## src/rtl/router_switch_alloc.sv

```systemverilog
// router_switch_alloc
// Switch allocator for the 5-port mesh router. Each input's output port is
// chosen by XY dimension-order routing against this router's coordinates;
// every output arbitrates round-robin among its requesters and holds the
// grant from head flit to tail flit (wormhole). Transfers are gated by
// downstream readiness.
// Port index everywhere: 0=North 1=South 2=East 3=West 4=Local.
// Ports:
//   clk, rst                 clock, synchronous active-high reset
//   in_valid[5], in_tail[5]  head-of-buffer flit present / is a tail
//   in_dest_x, in_dest_y     5*CW destination coords, used while unlocked
//   out_ready[5]             downstream of each output can accept
//   in_grant[5]              input's flit transfers this cycle
//   out_fire[5]              a flit leaves the output this cycle
//   out_lock[5]              output allocated to a packet
//   out_sel[15]              3-bit owner per output, 3'd7 when unlocked
//   route_err[5]             sticky U-turn request flag per input
module router_switch_alloc #(
   parameter int unsigned XCOORD = 0,
   parameter int unsigned YCOORD = 0,
   parameter int unsigned CW     = 4
) (
   input  logic            clk,
   input  logic            rst,
   input  logic [4:0]      in_valid,
   input  logic [4:0]      in_tail,
   input  logic [5*CW-1:0] in_dest_x,
   input  logic [5*CW-1:0] in_dest_y,
   input  logic [4:0]      out_ready,
   output logic [4:0]      in_grant,
   output logic [4:0]      out_fire,
   output logic [4:0]      out_lock,
   output logic [14:0]     out_sel,
   output logic [4:0]      route_err
);

   localparam logic [CW-1:0] MY_X = CW'(XCOORD);
   localparam logic [CW-1:0] MY_Y = CW'(YCOORD);

   localparam logic [2:0] P_N = 3'd0;
   localparam logic [2:0] P_S = 3'd1;
   localparam logic [2:0] P_E = 3'd2;
   localparam logic [2:0] P_W = 3'd3;
   localparam logic [2:0] P_L = 3'd4;

   typedef enum logic {IDLE, LOCKED} state_t;

   state_t     state_q [5];
   state_t     state_d [5];
   logic [2:0] owner_q [5];
   logic [2:0] owner_d [5];
   logic [2:0] rr_q    [5];
   logic [2:0] rr_d    [5];
   logic [2:0] route   [5];
   logic [4:0] req     [5];   // req[o][i]: input i bids for output o
   logic [4:0] uturn;
   logic [4:0] in_locked;

   // (a + b) mod 5 for a, b in 0..4
   function automatic logic [2:0] wrap_add(input logic [2:0] a, input logic [2:0] b);
      logic [3:0] s;
      s = {1'b0, a} + {1'b0, b};
      return (s >= 4'd5) ? 3'(s - 4'd5) : s[2:0];
   endfunction

   // XY dimension-order route, unsigned compares
   always_comb begin
      uturn = '0;
      for (int unsigned i = 0; i < 5; i++) begin
         if (in_dest_x[i*CW +: CW] > MY_X)      route[i] = P_E;
         else if (in_dest_x[i*CW +: CW] < MY_X) route[i] = P_W;
         else if (in_dest_y[i*CW +: CW] > MY_Y) route[i] = P_N;
         else if (in_dest_y[i*CW +: CW] < MY_Y) route[i] = P_S;
         else                                   route[i] = P_L;
         uturn[i] = (i != 4) && (route[i] == 3'(i));
      end
   end

   // State register
   always_ff @(posedge clk) begin
      if (rst) begin
         for (int unsigned o = 0; o < 5; o++) begin
            state_q[o] <= IDLE;
            owner_q[o] <= '1;
            rr_q[o]    <= '0;
         end
         route_err <= '0;
      end else begin
         for (int unsigned o = 0; o < 5; o++) begin
            state_q[o] <= state_d[o];
            owner_q[o] <= owner_d[o];
            rr_q[o]    <= rr_d[o];
         end
         route_err <= route_err | (in_valid & ~in_locked & uturn);
      end
   end

   // Next-state: round-robin arbitration in IDLE, release on tail fire
   always_comb begin : next_state
      logic [2:0] cand;
      cand = '0;
      for (int unsigned o = 0; o < 5; o++) begin
         state_d[o] = state_q[o];
         owner_d[o] = owner_q[o];
         rr_d[o]    = rr_q[o];
         req[o]     = '0;
         for (int unsigned i = 0; i < 5; i++)
            req[o][i] = in_valid[i] && !in_locked[i] && !uturn[i] && (route[i] == 3'(o));
         case (state_q[o])
            IDLE: begin
               // Scan offsets from farthest to nearest so the last hit,
               // i.e. the first requester at or after rr_ptr, wins.
               for (int unsigned k = 0; k < 5; k++) begin
                  cand = wrap_add(rr_q[o], 3'(4 - k));
                  if (req[o][cand]) begin
                     state_d[o] = LOCKED;
                     owner_d[o] = cand;
                     rr_d[o]    = wrap_add(cand, 3'd1);
                  end
               end
            end
            LOCKED: begin
               if (out_fire[o] && in_tail[owner_q[o]]) begin
                  state_d[o] = IDLE;
                  owner_d[o] = '1;
               end
            end
            default: state_d[o] = IDLE;
         endcase
      end
   end

   // Outputs: transfers follow the registered lock, never the destination
   always_comb begin
      out_fire  = '0;
      in_grant  = '0;
      out_lock  = '0;
      out_sel   = '1;
      in_locked = '0;
      for (int unsigned o = 0; o < 5; o++) begin
         if (state_q[o] == LOCKED) begin
            out_lock[o]          = 1'b1;
            out_sel[o*3 +: 3]    = owner_q[o];
            in_locked[owner_q[o]] = 1'b1;
            if (in_valid[owner_q[o]] && out_ready[o]) begin
               out_fire[o]          = 1'b1;
               in_grant[owner_q[o]] = 1'b1;
            end
         end
      end
   end

endmodule

```

## config.mk

```make
export PLATFORM = sky130hd
export DESIGN_NAME = router_switch_alloc
export DESIGN_NICKNAME = d
export VERILOG_FILES = /design/src/rtl/router_switch_alloc.sv
export SDC_FILE = /design/constraint.sdc
export NUM_CORES = 1
export LEC_CHECK = 0
export CELL_PAD_IN_SITES_DETAIL_PLACEMENT = 1
export CELL_PAD_IN_SITES_GLOBAL_PLACEMENT = 2
export CORE_ASPECT_RATIO = 0.6
export CORE_MARGIN = 2
export CORE_UTILIZATION = 32
export CTS_CLUSTER_DIAMETER = 200
export DETAILED_ROUTE_END_ITERATION = 12
export PLACE_DENSITY = 0.9
export REMOVE_ABC_BUFFERS = 1
export SYNTH_ARGS = -nofsm -noshare
export SYNTH_HDL_FRONTEND = slang
export SYNTH_SLANG_ARGS = --single-unit
```

## constraint.sdc

```tcl
create_clock -name clk -period 4.6 [get_ports clk]
set_input_delay 0.46 -clock clk [delete_from_list [all_inputs] [get_ports clk]]
set_output_delay 0.46 -clock clk [all_outputs]
set_load 0.02 [all_outputs]
```

==> run_results.csv <==
group,metric,value,unit
synth,seq_area_frac_synth,8.77,%
sta,finalSetupViolCount,0,
clocking,cts_tree,"done",
die,core_area,0.0202,mm^2
synth,syn_avg_cell_area,7.02,um^2
sta,finClkSkew,7.10,ps
synth,netlist_instances,943,
placed_design,dp_hpwl,22.5,mm
route,drtIter0Drc,832,
setup_path,critPathRequiredTime,4780,ps
synth,synth-adder-area-share,11.3,%
synth,yosysTopAreaCell,"ha_1",
clocking,root_buffer,"clkbuf_16",
setup_path,crit_arrival,4230,ps
placed_design,pre_cts_ws,508,ps
synth,synth-edff-count,0,
setup_path,slowest_delay,540,ps
die,start_util,32.8,%
route,via_per_inst,6.18,
placed_design,port_buffers,88,
pwr,ir_drop,0.404,mV
grt,grt_pass1_vias,7566,
route,ant_nets,0,
sta,timing.setup.tns,0,ps
pwr,power_density,585,mW/mm^2
finish,final_cell_mix,"nand2_1 (89), clkdlybuf4s50_1 (88), nor2_1 (65)",
sta,clock.fmax,0.247,GHz
sta,hold_viol_final,0,
setup_path,crit_type,"reg -> reg",
synth,ys_warn_count,0,
grt,grt_use_total,25.6,%
finish,final_common_cell,"nand2_1",
die,die_area,0.0219,mm^2
setup_path,critPathTopFamily,"compound AO/OA/AOI/OAI gates",
grt,grt.overflow.total,0,
synth,synth_flop_cell,"dfxtp_1",
sta,slew_headroom,30.1,%
worst_hold_path,min_path_type,"reg -> reg",
sta,min_period_over_period,88.1,%
synth,synth-async-reset-ratio,0,%
synth,yosys.cell_types.count,97,
synth,synthSimpleGateAreaFrac,31.8,%
finish,diodes,0,
setup_path,cp_slowest_cell,"a221oi_2",
grt,grt_start_max_net_pins,30,
grt,antenna_found_initial,0,
finish,syn_to_final_growth,19.6,%
sta,rsz0062_at_grt,"no",
sta,tightest_slew,1040,ps
sta,drv_slew,0,
setup_path,crit_chain,"inv_1, ha_1, a221oi_2, xnor2_1, inv_2, and4_1, o211a_1, or3_4, nor3_2, a21oi_2, a21oi_1, mux2_1",
sta,fin_crit,4050,ps
finish,fin_nets,1122,
setup_path,crit_cells,12,
route,drt_wl_total,28.0,mm
setup_path,critPathLaunchType,"flip-flop",
placed_design,post_dp_cell_area,0.00777,mm^2
setup_path,critPathCaptureType,"flip-flop",
synth,yosys-mux-area-fraction,6.88,%
setup_path,cp_max_fo,12,
synth,syn_area,0.00662,mm^2
route,via_count,7916,
clocking,h-tree-depth,2,
route,wl_per_cell,21.9,um
die,die_w,190,um
die,io_pins,92,
status,status,"finished, final reports clean",
setup_path,path_buf_inv,2,
placed_design,gp_congestion,0.952,
grt,grt_first_pass_wirelength,44.3,mm
setup_path,r2r.worst_path.cells,12,
sta,fin_ws,545,ps
finish,final_cell_area,0.00792,mm^2
synth,ys_ff_latch,29,
synth,yosys-top-cells-area,"ha_1 (10%), dfxtp_1 (8.8%), mux2i_1 (5.1%)",
clocking,clkTransAtPathRegs,60,ps
route,first_pass_iters,7,
synth,synth_xor_area_share,3.25,%
die,die_h,115,um
clocking,clock_tree.buffer_depth,2,
run,cap_violations,0,
die,row_count,40,
pwr,p_leak,3.20,nW
clocking,worstSkewPairLatency,290,ps
clocking,clock_sinks,29,
route,drc,0,
synth,yosysTopAreaCellShare,10.4,%
finish,drive_gt1_share,6.85,%
synth,synth-compound-area-share,30.8,%
synth,synth_top_family_by_area,"simple AND/OR/NAND/NOR gates",
worst_hold_path,whs_path_depth,2,
clocking,cts_buffers,5,
## where the power goes
| group | internal [W] | switching (W) |
|---|---|---|
| clock network | 0.000199 | 0.000139 |
| registers | 0.000299 | 0.000125 |
| logic | 0.00148 | 0.00239 |
| total | 0.00198 | 0.00266 |
## per-stage QoR
| step | power [W] | instances | hold WS, ps | utilization [%] |
|---|---|---|---|---|
| after floorplan | 0.00309 | 890 | 497 | - |
| after global placement | 0.00410 | 1273 | 450 | 38.5 |
| after detailed placement | 0.00418 | 1273 | 478 | 38.5 |
| after CTS | 0.00454 | 1281 | 493 | 39.2 |
| after global routing | 0.00505 | 1281 | 561 | 39.3 |
| final | 0.00464 | 1281 | 481 | 39.3 |
## worst reg2reg max path, stage by stage (launching register included)
cell and delay (ps):
dfxtp_1 530, inv_1 240, ha_1 320, a221oi_2 540, xnor2_1 310, inv_2 140
and4_1 190, o211a_1 230, or3_4 410, nor3_2 240, a21oi_2 140, a21oi_1 310
mux2_1 350
## kinds of logic after synthesis
| family | after synthesis |
|---|---|
| fa+ha+maj | 58 |
| buf+inv | 115 |
| xor+xnor | 23 |
| compound gates | 295 |
| simple gates | 380 |
| flops | 29 |
| other cells | 1 |
| mux | 42 |
## timing repair
action	in CTS	in global routing
hold buffers	0	0
setup endpoints to repair	0	1
resized for setup	0	1
buffers inserted	0	0
## worst paths after layout
| path | slack, ps | endpoint | startpoint |
|---|---|---|---|
| max | 550 | owner_q[4][2] | rr_q[0][13] |
| min | 480 | route_err[2] | route_err[2] |
| max reg2reg | 550 | owner_q[4][2] | rr_q[0][13] |
| min reg2reg | 480 | route_err[2] | route_err[2] |
## layer usage
layer  share of wire, %  track usage (%)  vias up  routed length (um)
li1                   -                -     3668                   -
met1                 52             40.1     3862               14500
met2                 38             35.3      361               10500
met3                 10             6.72       25                2810
met4               0.73             2.69        0                 206
met5                  0                0        -                   0
## flip-flops by register name (all words and copies together), names as in the netlist
register,count
owner_q,13
rr_q,9
state_q,5
route_err,2
## Yosys cell counts, types with 7 or more instances
| library cell | number |
|---|---|
| nand2_1 | 89 |
| nor2_1 | 65 |
| a21oi_1 | 55 |
| ha_1 | 55 |
| inv_1 | 55 |
| o21ai_0 | 51 |
| nor3_1 | 38 |
| clkbuf_1 | 34 |
| mux2i_1 | 34 |
| dfxtp_1 | 29 |
| nand2b_1 | 29 |
| nand3_1 | 28 |
| a31oi_1 | 21 |
| a211oi_1 | 18 |
| xnor2_1 | 17 |
| o22ai_1 | 14 |
| nor4_1 | 13 |
| buf_2 | 12 |
| nor2b_1 | 12 |
| and3_1 | 11 |
| nand4_1 | 11 |
| o21a_1 | 11 |
| a21o_1 | 10 |
| o211ai_1 | 10 |
| or4_1 | 9 |
| and2_1 | 8 |
| nand3b_1 | 8 |
| o31ai_1 | 8 |
| o21ai_1 | 7 |
| or2_2 | 7 |
| or3_1 | 7 |
## final cells by class
type	instances	area [um^2]
clock buffers	6	129
fillers	2531	12300
clock inverters	2	10.0
flip-flops and latches	29	581
repair buffers	110	1050
well taps	273	342
multi-input cells	801	5590
inverters	60	225
No activity file was read; power rests on OpenSTA's default activity.
